`config.mk`:
```
export PLATFORM = sky130hd
export DESIGN_NAME = dest_sink_flat
export DESIGN_NICKNAME = d
export VERILOG_FILES = /design/src/rtl/dest_sink_pkg.sv /design/src/rtl/dest_sink_if.sv /design/src/rtl/dest_sink_rr_arb2.sv /design/src/rtl/dest_sink.sv /design/src/flat_wrapper.sv
export SDC_FILE = /design/constraint.sdc
export NUM_CORES = 1
export LEC_CHECK = 0
export BUFFER_PORTS_ARGS = -buffer_cell sky130_fd_sc_hd__buf_4
export CORE_ASPECT_RATIO = 1.4
export CORE_MARGIN = 2
export CORE_UTILIZATION = 35
export DETAILED_ROUTE_END_ITERATION = 7
export PLACE_DENSITY = 0.56
export SLEW_MARGIN = 20
export SYNTH_ARGS = -nofsm -noshare
export SYNTH_HDL_FRONTEND = slang
export SYNTH_SLANG_ARGS = --single-unit
```
`constraint.sdc`:
```
create_clock -name clk -period 2.9 [get_ports clk]
set_clock_uncertainty 0.05 [all_clocks]
set_input_delay 0.145 -clock clk [delete_from_list [all_inputs] [get_ports clk]]
set_output_delay 0.145 -clock clk [all_outputs]
set_load 0.01 [all_outputs]
```
`src/rtl/dest_sink_pkg.sv`:
```
// Shared definitions for the D-side egress sink: FSM encoding and word field positions.
package dest_sink_pkg;

  localparam int unsigned BW_DEF    = 6;
  localparam int unsigned CNT_W_DEF = 5;

  // Word layout: [5:4] class field, bit 4 selects destination D0(0)/D1(1)
  localparam int unsigned CLASS_MSB = 5;
  localparam int unsigned CLASS_LSB = 4;
  localparam int unsigned DEST_BIT  = CLASS_LSB;

  typedef enum logic [1:0] {
    S_IDLE = 2'd0,
    S_RUN  = 2'd1,
    S_DONE = 2'd2,
    S_ERR  = 2'd3
  } state_e;

  typedef enum logic {
    SRC_D0 = 1'b0,
    SRC_D1 = 1'b1
  } src_e;

endpackage

```
`src/rtl/dest_sink_if.sv`:
```
// FIFO-side bus between the D0/D1 output FIFOs (master) and the sink (slave).
interface dest_sink_if #(
  parameter int unsigned BW = 6
);

  logic          D0_empty;
  logic          D0_error_output;
  logic [BW-1:0] D0_data_out;
  logic          D0_rd;

  logic          D1_empty;
  logic          D1_error_output;
  logic [BW-1:0] D1_data_out;
  logic          D1_rd;

  // FIFO side: presents status and read data, receives pop strobes
  modport master (
    output D0_empty, D0_error_output, D0_data_out,
    output D1_empty, D1_error_output, D1_data_out,
    input  D0_rd, D1_rd
  );

  // Sink side: consumes status and read data, issues pop strobes
  modport slave (
    input  D0_empty, D0_error_output, D0_data_out,
    input  D1_empty, D1_error_output, D1_data_out,
    output D0_rd, D1_rd
  );

endinterface

```
`src/rtl/dest_sink_rr_arb2.sv`:
```
// Two-requester round-robin arbiter; the pointer only moves when both request.
module dest_sink_rr_arb2 (
  input  logic       clk,
  input  logic       reset,
  input  logic [1:0] req,
  input  logic       adv,
  output logic [1:0] gnt
);

  logic ptr_q;
  logic ptr_d;

  // Grant the pointed-to requester on contention, otherwise the lone requester
  always_comb begin
    ptr_d = ptr_q;
    gnt   = 2'b00;
    if (req == 2'b11) begin
      gnt = ptr_q ? 2'b10 : 2'b01;
      if (adv) begin
        ptr_d = ~ptr_q;
      end
    end else begin
      gnt = req;
    end
  end

  // Pointer register, starts on requester 0
  always_ff @(posedge clk) begin
    if (reset) begin
      ptr_q <= 1'b0;
    end else begin
      ptr_q <= ptr_d;
    end
  end

endmodule

```
`src/rtl/dest_sink.sv`:
```
// Egress consumer for the D0/D1 FIFOs: round-robin pops, one-stage capture,
// per-destination counters, destination check and completion tracking.
module dest_sink
  import dest_sink_pkg::*;
#(
  parameter int unsigned BW    = BW_DEF,
  parameter int unsigned CNT_W = CNT_W_DEF
) (
  input  logic             clk,
  input  logic             reset,
  input  logic             enable,
  input  logic [CNT_W:0]   expected_total,
  dest_sink_if.slave       fifo,
  output logic             word_valid,
  output logic [BW-1:0]    word_data,
  output logic             word_src,
  output logic [CNT_W-1:0] D0_count,
  output logic [CNT_W-1:0] D1_count,
  output logic             done,
  output logic             misroute_err,
  output logic             fifo_err
);

  localparam int unsigned TOT_W = CNT_W + 1;

  state_e             state_q, state_d;
  logic [TOT_W-1:0]   expected_q, expected_d;
  logic [TOT_W-1:0]   issued_q, issued_d;
  logic               pend_v_q, pend_v_d;
  logic               pend_src_q, pend_src_d;
  logic               word_valid_q, word_valid_d;
  logic [BW-1:0]      word_data_q, word_data_d;
  logic               word_src_q, word_src_d;
  logic [CNT_W-1:0]   d0_cnt_q, d0_cnt_d;
  logic [CNT_W-1:0]   d1_cnt_q, d1_cnt_d;
  logic               done_q, done_d;
  logic               misroute_q, misroute_d;
  logic               fifo_err_q, fifo_err_d;

  logic               err_in_c;
  logic               can_pop_c;
  logic [1:0]         req_c;
  logic [1:0]         gnt_c;
  logic               pop_c;
  logic [BW-1:0]      cap_word_c;
  logic               misroute_c;

  // Pop eligibility: running, below the expected total, and no FIFO fault this cycle
  always_comb begin
    err_in_c   = fifo.D0_error_output | fifo.D1_error_output;
    can_pop_c  = (state_q == S_RUN) && enable && (issued_q < expected_q) && !err_in_c;
    req_c      = {~fifo.D1_empty, ~fifo.D0_empty} & {2{can_pop_c}};
    pop_c      = |gnt_c;
    cap_word_c = pend_src_q ? fifo.D1_data_out : fifo.D0_data_out;
    misroute_c = pend_v_q && (cap_word_c[DEST_BIT] != pend_src_q);
  end

  dest_sink_rr_arb2 u_arb (
    .clk   (clk),
    .reset (reset),
    .req   (req_c),
    .adv   (can_pop_c),
    .gnt   (gnt_c)
  );

  assign fifo.D0_rd = gnt_c[0];
  assign fifo.D1_rd = gnt_c[1];

  // Next-state: capture stage, counters, sticky flags and FSM transitions
  always_comb begin
    state_d      = state_q;
    expected_d   = expected_q;
    issued_d     = issued_q;
    pend_v_d     = pop_c;
    pend_src_d   = gnt_c[1];
    word_valid_d = 1'b0;
    word_data_d  = word_data_q;
    word_src_d   = word_src_q;
    d0_cnt_d     = d0_cnt_q;
    d1_cnt_d     = d1_cnt_q;
    misroute_d   = misroute_q;
    fifo_err_d   = fifo_err_q;

    if (pop_c) begin
      issued_d = issued_q + TOT_W'(1);
    end

    // A pending read completes in any state, including ERR
    if (pend_v_q) begin
      word_valid_d = 1'b1;
      word_data_d  = cap_word_c;
      word_src_d   = pend_src_q;
      if (pend_src_q == SRC_D0) begin
        if (d0_cnt_q != {CNT_W{1'b1}}) begin
          d0_cnt_d = d0_cnt_q + CNT_W'(1);
        end
      end else begin
        if (d1_cnt_q != {CNT_W{1'b1}}) begin
          d1_cnt_d = d1_cnt_q + CNT_W'(1);
        end
      end
      if (misroute_c) begin
        misroute_d = 1'b1;
      end
    end

    unique case (state_q)
      S_IDLE: begin
        if (enable) begin
          state_d    = S_RUN;
          expected_d = expected_total;
          issued_d   = '0;
          d0_cnt_d   = '0;
          d1_cnt_d   = '0;
        end
      end
      S_RUN: begin
        if (err_in_c) begin
          fifo_err_d = 1'b1;
          state_d    = S_ERR;
        end else if (misroute_c) begin
          state_d = S_ERR;
        end else if ((issued_q == expected_q) && !pend_v_d) begin
          state_d = S_DONE;
        end else if (!enable && !pend_v_d) begin
          state_d = S_IDLE;
        end
      end
      S_DONE: begin
        if (!enable) begin
          state_d = S_IDLE;
        end
      end
      S_ERR: begin
        state_d = S_ERR;
      end
      default: begin
        state_d = S_IDLE;
      end
    endcase

    done_d = (state_d == S_DONE);
  end

  // State and output registers; reset drops any in-flight read
  always_ff @(posedge clk) begin
    if (reset) begin
      state_q      <= S_IDLE;
      expected_q   <= '0;
      issued_q     <= '0;
      pend_v_q     <= 1'b0;
      pend_src_q   <= 1'b0;
      word_valid_q <= 1'b0;
      word_data_q  <= '0;
      word_src_q   <= 1'b0;
      d0_cnt_q     <= '0;
      d1_cnt_q     <= '0;
      done_q       <= 1'b0;
      misroute_q   <= 1'b0;
      fifo_err_q   <= 1'b0;
    end else begin
      state_q      <= state_d;
      expected_q   <= expected_d;
      issued_q     <= issued_d;
      pend_v_q     <= pend_v_d;
      pend_src_q   <= pend_src_d;
      word_valid_q <= word_valid_d;
      word_data_q  <= word_data_d;
      word_src_q   <= word_src_d;
      d0_cnt_q     <= d0_cnt_d;
      d1_cnt_q     <= d1_cnt_d;
      done_q       <= done_d;
      misroute_q   <= misroute_d;
      fifo_err_q   <= fifo_err_d;
    end
  end

  assign word_valid   = word_valid_q;
  assign word_data    = word_data_q;
  assign word_src     = word_src_q;
  assign D0_count     = d0_cnt_q;
  assign D1_count     = d1_cnt_q;
  assign done         = done_q;
  assign misroute_err = misroute_q;
  assign fifo_err     = fifo_err_q;

endmodule
```
`src/flat_wrapper.sv`:
```
// flat-port wrapper written by rule: the top's interface ports become plain ports
module dest_sink_flat import dest_sink_pkg::*;
#(
  parameter int unsigned BW    = BW_DEF,
  parameter int unsigned CNT_W = CNT_W_DEF
)
  (clk, reset, enable, expected_total, word_valid, word_data, word_src, D0_count, D1_count, done, misroute_err, fifo_err, fifo_D0_empty, fifo_D0_error_output, fifo_D0_data_out, fifo_D1_empty, fifo_D1_error_output, fifo_D1_data_out, fifo_D0_rd, fifo_D1_rd);
  dest_sink_if #(.BW(BW)) fifo_i ();
  input  logic clk;
  input  logic reset;
  input  logic enable;
  input  logic [CNT_W:0] expected_total;
  output logic word_valid;
  output logic [BW-1:0] word_data;
  output logic word_src;
  output logic [CNT_W-1:0] D0_count;
  output logic [CNT_W-1:0] D1_count;
  output logic done;
  output logic misroute_err;
  output logic fifo_err;
  input wire logic [$bits(fifo_i.D0_empty)-1:0] fifo_D0_empty;
  input wire logic [$bits(fifo_i.D0_error_output)-1:0] fifo_D0_error_output;
  input wire logic [$bits(fifo_i.D0_data_out)-1:0] fifo_D0_data_out;
  input wire logic [$bits(fifo_i.D1_empty)-1:0] fifo_D1_empty;
  input wire logic [$bits(fifo_i.D1_error_output)-1:0] fifo_D1_error_output;
  input wire logic [$bits(fifo_i.D1_data_out)-1:0] fifo_D1_data_out;
  output wire logic [$bits(fifo_i.D0_rd)-1:0] fifo_D0_rd;
  output wire logic [$bits(fifo_i.D1_rd)-1:0] fifo_D1_rd;
  assign fifo_i.D0_empty = fifo_D0_empty;
  assign fifo_i.D0_error_output = fifo_D0_error_output;
  assign fifo_i.D0_data_out = fifo_D0_data_out;
  assign fifo_i.D1_empty = fifo_D1_empty;
  assign fifo_i.D1_error_output = fifo_D1_error_output;
  assign fifo_i.D1_data_out = fifo_D1_data_out;
  assign fifo_D0_rd = fifo_i.D0_rd;
  assign fifo_D1_rd = fifo_i.D1_rd;
  dest_sink #(.BW(BW), .CNT_W(CNT_W)) u_core (.clk(clk), .reset(reset), .enable(enable), .expected_total(expected_total), .fifo(fifo_i), .word_valid(word_valid), .word_data(word_data), .word_src(word_src), .D0_count(D0_count), .D1_count(D1_count), .done(done), .misroute_err(misroute_err), .fifo_err(fifo_err));
endmodule
```
==> qor.csv, run 1 <==
stage,metric,value,unit
final_layout,fin nets,289,
clock_network,clock latency on the worst-skew pair,280,ps
clock_network,Clock Tree Buf Depth,2,
logic_synthesis,syn_nets,243,
global_route,pin count of the biggest net entering global routing,31,
pwr,sw frac,25.8,%
logic_synthesis,synthesized cell area,1860,µm²
global_route,vias in the first global route,1585,
global_route,GRT Util Overall,14.7,%
placement,IO buf count,47,
drt,Avg WL per Cell,13.0,µm
drt,First DRT Iteration DRCs,49,
pwr,Sequential Power Share,51.3,%
drt,First-pass DRT Iterations,4,
setup_path,worst path buffer plus inverter count,2,
clock_network,CTS Buf Count,5,
setup_path,WS Path Type,register to primary output,
logic_synthesis,synth cell count leaders,"dfxtp_1, nor2_1, mux2i_1",
pwr,Clock Power Share,33.6,%
global_route,first-pass GRT wire length,7.06,mm
logic_synthesis,"count leader, synth",dfxtp_1,
sta,TNS Setup,0,ps
setup_path,crit end category,primary output,
pwr,cell internal pwr,0.000796,W
placement,Final HPWL DP,3.06,mm
status,status,completed,
clock_network,CTS Hold Buffers Added,0,
setup_path,crit start category,register,
logic_synthesis,Synth warnings,0,
placement,Placer Congestion,0.812,
logic_synthesis,"FF+latch count, synth",38,
sta,count of final setup violators,0,
final_layout,layout cells sized above 1,26.0,%
logic_synthesis,biggest area consumer among synthesized cells,dfxtp_1,
drt,via density per instance,5.26,
sta,fin crit period,2360,ps
sta,worst setup margin,538,ps
final_layout,Layout Area Growth over Synthesis,26.3,%
clock_network,clk sinks,38,
setup_path,CP Launch Point,u_core.expected_q[5]$_SDFFE_PP0P_,
pwr,combinational share of power,15.1,%
pwr,NetSw,0.000277,W
min_path,hold_sp,fifo_D1_empty,
clock_network,Root Driver,clkbuf_8,
drt,drt drc,0,
logic_synthesis,ys flop type,dfxtp_1,
logic_synthesis,"Seq/Total Area, Yosys",40.9,%
sta,Tcrit/Tclk final,81.4,%
sta,RSZ-0062 raised after global routing,no,
clock_network,CTS H-tree lvls,2,
drt,final wirelength,4.15,mm
floorplanning,Initial Util,36.1,%
global_route,Overflow after GRT,0,
clock_network,Post CTS Setup Buffer Count,0,
setup_path,crit path cell chain,inv_1 > ha_1 > a211oi_2 > nand2_2 > or3_4 > nor3_1 > buf_4,
clock_network,CTS tree,built,
floorplanning,die span in y,90.3,µm
setup_path,Worst Path Arrival,2170,ps
final_layout,"Core Util, Final",45.6,%
floorplanning,Cell Rows,31,
setup_path,CP Max Fanout,6,
pwr,Leak,1.00,nW
logic_synthesis,"FFs w/ async S/R, synth",0,%
floorplanning,Die Area,5930,µm²
floorplanning,io pins,48,
logic_synthesis,number of flops mapped to enable cells by yosys,0,
setup_path,worst stage delay on the critical path,430,ps
placement,pre-CTS WS,845,ps
logic_synthesis,largest cells by area after synthesis,"dfxtp_1, mux2i_1, nor2_1",
logic_synthesis,Post-Syn Instances,209,
drt,Final ANT Viol Nets,0,
logic_synthesis,Yosys top cell area share,40.9,%
floorplanning,die width,65.6,µm
global_route,initial antenna violation count,0,
setup_path,Critical Path RT,2710,ps
setup_path,Crit-path slowest cell,or3_4,
pwr,peak supply drop,223,µV
final_layout,filler instances,530,
sta,"Hold Violations, Final",0,
clock_network,CTS resizes,0,
logic_synthesis,Netlist cell types,49,
job,max cap viols,0,
setup_path,FF-to-FF Start,u_core.expected_q[5]$_SDFFE_PP0P_,
drt,Vias,1684,
final_layout,Ant. Diodes,0,
min_path,Hold Path Class,input port to register,
sta,actual slew at the worst max-slew pin,641,ps
clock_network,clock-pin slew on the worst setup and hold paths,70,ps
logic_synthesis,syn_area_per_cell,8.91,µm²
sta,Relative slew margins,57.1,%
sta,fmax,0.423,GHz
sta,Max Slew Vio Count,0,
setup_path,Crit path max-delay family,simple AND/OR/NAND/NOR gates,
floorplanning,core area,5160,µm²
pwr,pwr dens,457,nW/µm²
[power groups by stage]
stage	clock, W	sequential, W	combinational [W]
after global placement	0	0.000562	0.000162
final	0.000360	0.000551	0.000162
after floorplan	0	0.000559	0.000106
after detailed placement	0	0.000563	0.000164
after CTS	0.000371	0.000551	0.000164
after global routing	0.000398	0.000553	0.000183
[through the flow]
stage / std cells / hold WS, ps / instance area (µm²) / total power [W]
final: 320 / 11.6 / 2350 / 0.00107
after global routing: 320 / 8.59 / 2350 / 0.00113
after CTS: 320 / 11.3 / 2350 / 0.00109
after detailed placement: 314 / 315 / 2270 / 0.000726
after global placement: 314 / 315 / 2270 / 0.000725
after floorplan: 209 / 166 / 1860 / 0.000666
[layout by cell type, fill, tap and decap left out, drive strengths merged, types with 7 or more instances in the layout]
cell type	n
ha	9
dfxtp	38
nor2	34
inv	7
a31oi	7
a21oi	9
nand2	12
buf	49
mux2i	13
a211oi	7
[worst paths after layout]
path	endpoint	slack, ps	cells past startpoint
hold reg to reg	u_core.issued_q[5]$_SDFF_PP0_	430	2
setup / recovery	fifo_D0_rd	540	7
setup reg to reg	u_core.u_arb.ptr_q$_SDFFE_PP0P_	910	6
hold / removal	u_core.pend_src_q$_SDFF_PP0_	10	2
[worst reg2reg max path, stage by stage, from the launching register on]
cell and delay (ps):
dfxtp_1 310, inv_1 40, ha_1 320, a211oi_2 310, nand2_2 140, nor4b_1 340
mux2_2 370
[cell families after synthesis]
| family | count (synthesis) | synth area share (%) |
|---|---|---|
| simple gates | 91 | 26.4 |
| compound gates | 38 | 14.4 |
| flops | 38 | 40.9 |
| buf+inv | 17 | 3.76 |
| mux | 14 | 7.59 |
| fa+ha+maj | 9 | 6.05 |
| xor+xnor | 2 | 0.941 |
[area by class of cell]
cell class / count / area [µm²] / area share (%)
repair buffers: 49 / 368 / 15.6
multi-input cells: 154 / 1030 / 43.9
flip-flops and latches: 38 / 761 / 32.4
well taps: 66 / 82.6 / 3.51
inverters: 7 / 26.3 / 1.12
clock buffers: 6 / 82.6 / 3.51
[per-layer routing]
| layer | track usage (%) | share of wire [%] | vias up |
|---|---|---|---|
| li1 | - | - | 847 |
| met2 | 24.3 | 47 | 44 |
| met4 | 4.86 | 1.3 | 0 |
| met3 | 4.74 | 5.7 | 5 |
| met5 | 0 | 0 | - |
| met1 | 17.7 | 46 | 788 |
[flip-flops by register name (all words and copies together), names as in the netlist, 2 cells and up]
signal             count
u_core.expected_q      6
u_core.issued_q        6
u_core.word_data       6
u_core.D0_count        5
u_core.D1_count        5
u_core.state_q         2
(Power assumes the default switching activity.)
==> run 2: changes to the inputs <==
Settings changed: ABC_AREA set to 1.
Clock period 2.9 ns to 2.3 ns, I/O delays scaled along.
==> run 2 against run 1 <==
  * Design area up 2.7%
  * Worst setup slack got worse by 180 ps
  * Via count is 3.9% higher
  * Non-clock buffer count is 1 lower
  * Sequential power grew 25%
  * Synthesized cell count grew 28%
  * Clock-buffer cell count unchanged
  * Final cell count rose by 21%
  * Combinational power down 2%
  * Critical endpoint unchanged
  * Largest cell class unchanged
  * Largest power group unchanged
  * Highest routed layer unchanged
==> qor.csv, run 2 <==
stage,metric,value,unit,change
clock_network,CTS Buf Count,5,,unchanged
clock_network,Post CTS Setup Buffer Count,0,,unchanged
final_layout,filler instances,572,,+7.9%
min_path,WHS Path Cells,2,,unchanged
global_route,Overflow after GRT,0,,unchanged
floorplanning,Cell Rows,31,,unchanged
setup_path,"most used cell, CP",nand2_1,,
floorplanning,die span in y,91.2,µm,+0.99%
logic_synthesis,largest cells by area after synthesis,"dfxtp_1, nand2_1, inv_1",,
final_layout,"most common cell after layout, fill and taps aside",nand2_1,,
sta,"Hold Violations, Final",0,,unchanged
final_layout,multi-input logic area,951,µm²,-7.8%
logic_synthesis,synthesized cell area,1900,µm²,+2.1%
final_layout,layout cells sized above 1,23.8,%,-2.2 points
clock_network,CTS tree,built,,
logic_synthesis,Yosys top cell area share,40.0,%,-0.83 points
drt,Vias,1749,,+3.9%
setup_path,crit start category,register,,
logic_synthesis,"FFs w/ async S/R, synth",0,%,unchanged
final_layout,most frequent cells in the layout,"nand2_1, buf_4, inv_1, dfxtp_1, nor2_1",,
global_route,pin count of the biggest net entering global routing,14,,-55%
clock_network,CTS Hold Buffers Added,0,,unchanged
logic_synthesis,Netlist cell types,28,,-43%
setup_path,Critical Path RT,2130,ps,-580 ps
drt,drt drc,0,,unchanged
global_route,initial antenna violation count,0,,unchanged
global_route,first-pass GRT wire length,6.96,mm,-1.5%
setup_path,worst stage delay on the critical path,350,ps,-80 ps
floorplanning,core area,5200,µm²,+0.75%
setup_path,Crit Reg-Reg Endpoint,u_core.issued_q[3]$_SDFF_PP0_,,
floorplanning,Initial Util,36.6,%,+0.48 points
logic_synthesis,syn_area_per_cell,7.09,µm²,-20%
pwr,peak supply drop,300,µV,+34%
floorplanning,Die Area,6040,µm²,+2.0%
job,max cap viols,0,,unchanged
sta,hold_ws,33.9,ps,+22.3 ps
setup_path,CP Max Fanout,5,,-1
pwr,Power Total,0.00132,W,+23%
drt,final wirelength,4.14,mm,-0.24%
floorplanning,io pins,48,,unchanged
sta,count of final setup violators,0,,unchanged
setup_path,Reg2Reg Depth,11,,+5
clock_network,clk sinks,38,,unchanged
clock_network,CTS H-tree lvls,2,,unchanged
clock_network,CTS resizes,0,,unchanged
drt,First-pass DRT Iterations,4,,unchanged
final_layout,Layout Area Growth over Synthesis,27.1,%,
placement,IO buf count,47,,unchanged
min_path,Hold Path Class,input port to register,,
final_layout,Ant. Diodes,0,,unchanged
global_route,GRT Util Overall,14.8,%,+0.11 points
floorplanning,die width,66.3,µm,+0.98%
setup_path,FF-to-FF Start,u_core.issued_q[5]$_SDFF_PP0_,,
placement,pre-CTS WS,557,ps,-288 ps
logic_synthesis,"count leader, synth",nand2_1,,
sta,fmax,0.515,GHz,
clock_network,clock-pin slew on the worst setup and hold paths,80,ps,about the same
logic_synthesis,Post-Syn Instances,268,,+28%
pwr,pwr dens,548,nW/µm²,+20%
setup_path,WS Path Type,register to primary output,,
sta,RSZ-0062 raised after global routing,no,,
pwr,Leak,1.16,nW,+16%
final_layout,fin nets,353,,+22%
sta,Tcrit/Tclk final,84.5,%,
sta,actual slew at the worst max-slew pin,334,ps,-306 ps
status,status,completed,,
setup_path,Crit path max-delay family,simple AND/OR/NAND/NOR gates,,
clock_network,clock latency on the worst-skew pair,290,ps,about the same
logic_synthesis,biggest area consumer among synthesized cells,dfxtp_1,,
logic_synthesis,syn_nets,302,,+24%
drt,Avg WL per Cell,10.7,µm,-17%
logic_synthesis,"FF+latch count, synth",38,,unchanged
sta,fin crit period,1940,ps,
drt,First DRT Iteration DRCs,94,,+92%
clock_network,Clock Tree Buf Depth,2,,unchanged
min_path,hold_sp,reset,,
logic_synthesis,number of flops mapped to enable cells by yosys,0,,unchanged
placement,Final HPWL DP,3.22,mm,+5.4%
setup_path,Worst Path Arrival,1780,ps,-390 ps
drt,via density per instance,4.53,,-14%
final_layout,Register Area,761,µm²,unchanged
setup_path,Crit-path slowest cell,dfxtp_1,,
placement,Placer Congestion,0.813,,+0.12%
min_path,hold path endpoint,u_core.word_data[4]$_SDFFE_PP0P_,,
sta,TNS Setup,0,ps,unchanged
logic_synthesis,"Seq/Total Area, Yosys",40.0,%,-0.83 points
setup_path,crit end category,primary output,,
logic_synthesis,synth cell count leaders,"nand2_1, dfxtp_1, inv_1",,
sta,Max Slew Vio Count,0,,unchanged
logic_synthesis,ys flop type,dfxtp_1,,
drt,Final ANT Viol Nets,0,,unchanged
setup_path,crit path cell chain,ha_1 > nand2_1 > inv_1 > nand2_1 > nand3_2 > nor2_4 > nand2_4 > a21oi_1 > buf_4,,
global_route,vias in the first global route,1606,,+1.3%
setup_path,worst path buffer plus inverter count,2,,unchanged
clock_network,Root Driver,clkbuf_8,,
setup_path,r2r setup slk,600,ps,-310 ps
logic_synthesis,Synth warnings,0,,unchanged
sta,Relative slew margins,77.7,%,+21 points
sta,worst setup margin,358,ps,-180 ps
-- run 2: changes by cell type after synthesis, sizes merged, moves of 7 or more --
cell / previous run / this run
mux2i: 13 / 0
nand3: 5 / 15
nand2: 12 / 67
a21oi: 9 / 20
inv: 7 / 44
a31oi: 7 / 0
o21ai: 2 / 14
-- run 2: how the worst max path moves through the flow --
| stage | from | to | slack (ps) | depth (start not counted) |
|---|---|---|---|---|
| finish | u_core.issued_q[5]$_SDFF_PP0_ | fifo_D0_rd | 360 | 9 |
| global placement | u_core.issued_q[5]$_SDFF_PP0_ | u_core.issued_q[3]$_SDFF_PP0_ | 570 | 11 |
| global route | u_core.issued_q[5]$_SDFF_PP0_ | fifo_D1_rd | 190 | 7 |
| detailed placement | u_core.issued_q[5]$_SDFF_PP0_ | u_core.issued_q[3]$_SDFF_PP0_ | 560 | 11 |
| CTS | u_core.issued_q[5]$_SDFF_PP0_ | fifo_D0_rd | 300 | 9 |
| floorplan | u_core.issued_q[5]$_SDFF_PP0_ | u_core.issued_q[3]$_SDFF_PP0_ | 760 | 11 |
-- run 2: metrics by stage --
stage / instance area, µm² / cells / util, %
after floorplan: 1900 / 268 / -
after global placement: 2320 / 378 / 44.6
after detailed placement: 2320 / 378 / 44.6
after CTS: 2410 / 386 / 46.5
after global routing: 2410 / 386 / 46.5
final: 2410 / 386 / 46.5
-- run 2: cells by family (layout without fill, tap and decap cells) --
group                    Yosys count  after routing  synth area share (%)
flip-flops                        38             38                  40.0
AO/OA/AOI/OAI                     42             42                  12.4
AND/OR/NAND/NOR                  130            130                  31.3
XOR/XNOR                           1              1                 0.461
adder cells (fa/ha/maj)            9              9                  5.93
buffers and inverters             48            100                  9.94
-- run 2: final cells by class --
class / instances / share of cell area, %
Clock buffer: 6 / 3.42
Clock inverter: 2 / 0.518
Inverter: 44 / 6.84
Multi-Input combinational cell: 182 / 39.4
Sequential cell: 38 / 31.5
Tap cell: 66 / 3.42
Timing Repair Buffer: 48 / 14.9
-- run 2: worst reg2reg max path, stage by stage, from the launching register on --
cell     delay (ps)
dfxtp_1         350
ha_1            320
nand2_1          90
inv_1            40
nand2_1         100
nand3_2          90
nor2_4          160
o21ai_2         140
nor2_2          120
nand3_1          70
nand2_1          60
nor2_1           30
-- run 2: metal layers --
layer	track usage (%)	share of wire, %	vias up
met4	6.29	1.7	0
met3	3.84	5.5	7
met1	16.7	43	746
met5	0	0	-
li1	-	-	955
met2	25.7	50	41
-- run 2: report_power, final --
group | switching (W) | internal, W | total (W)
Sequential | 0.0000103 | 0.000677 | 0.000687
Combinational | 0.0000895 | 0.0000681 | 0.000158
Clock | 0.000237 | 0.000241 | 0.000478
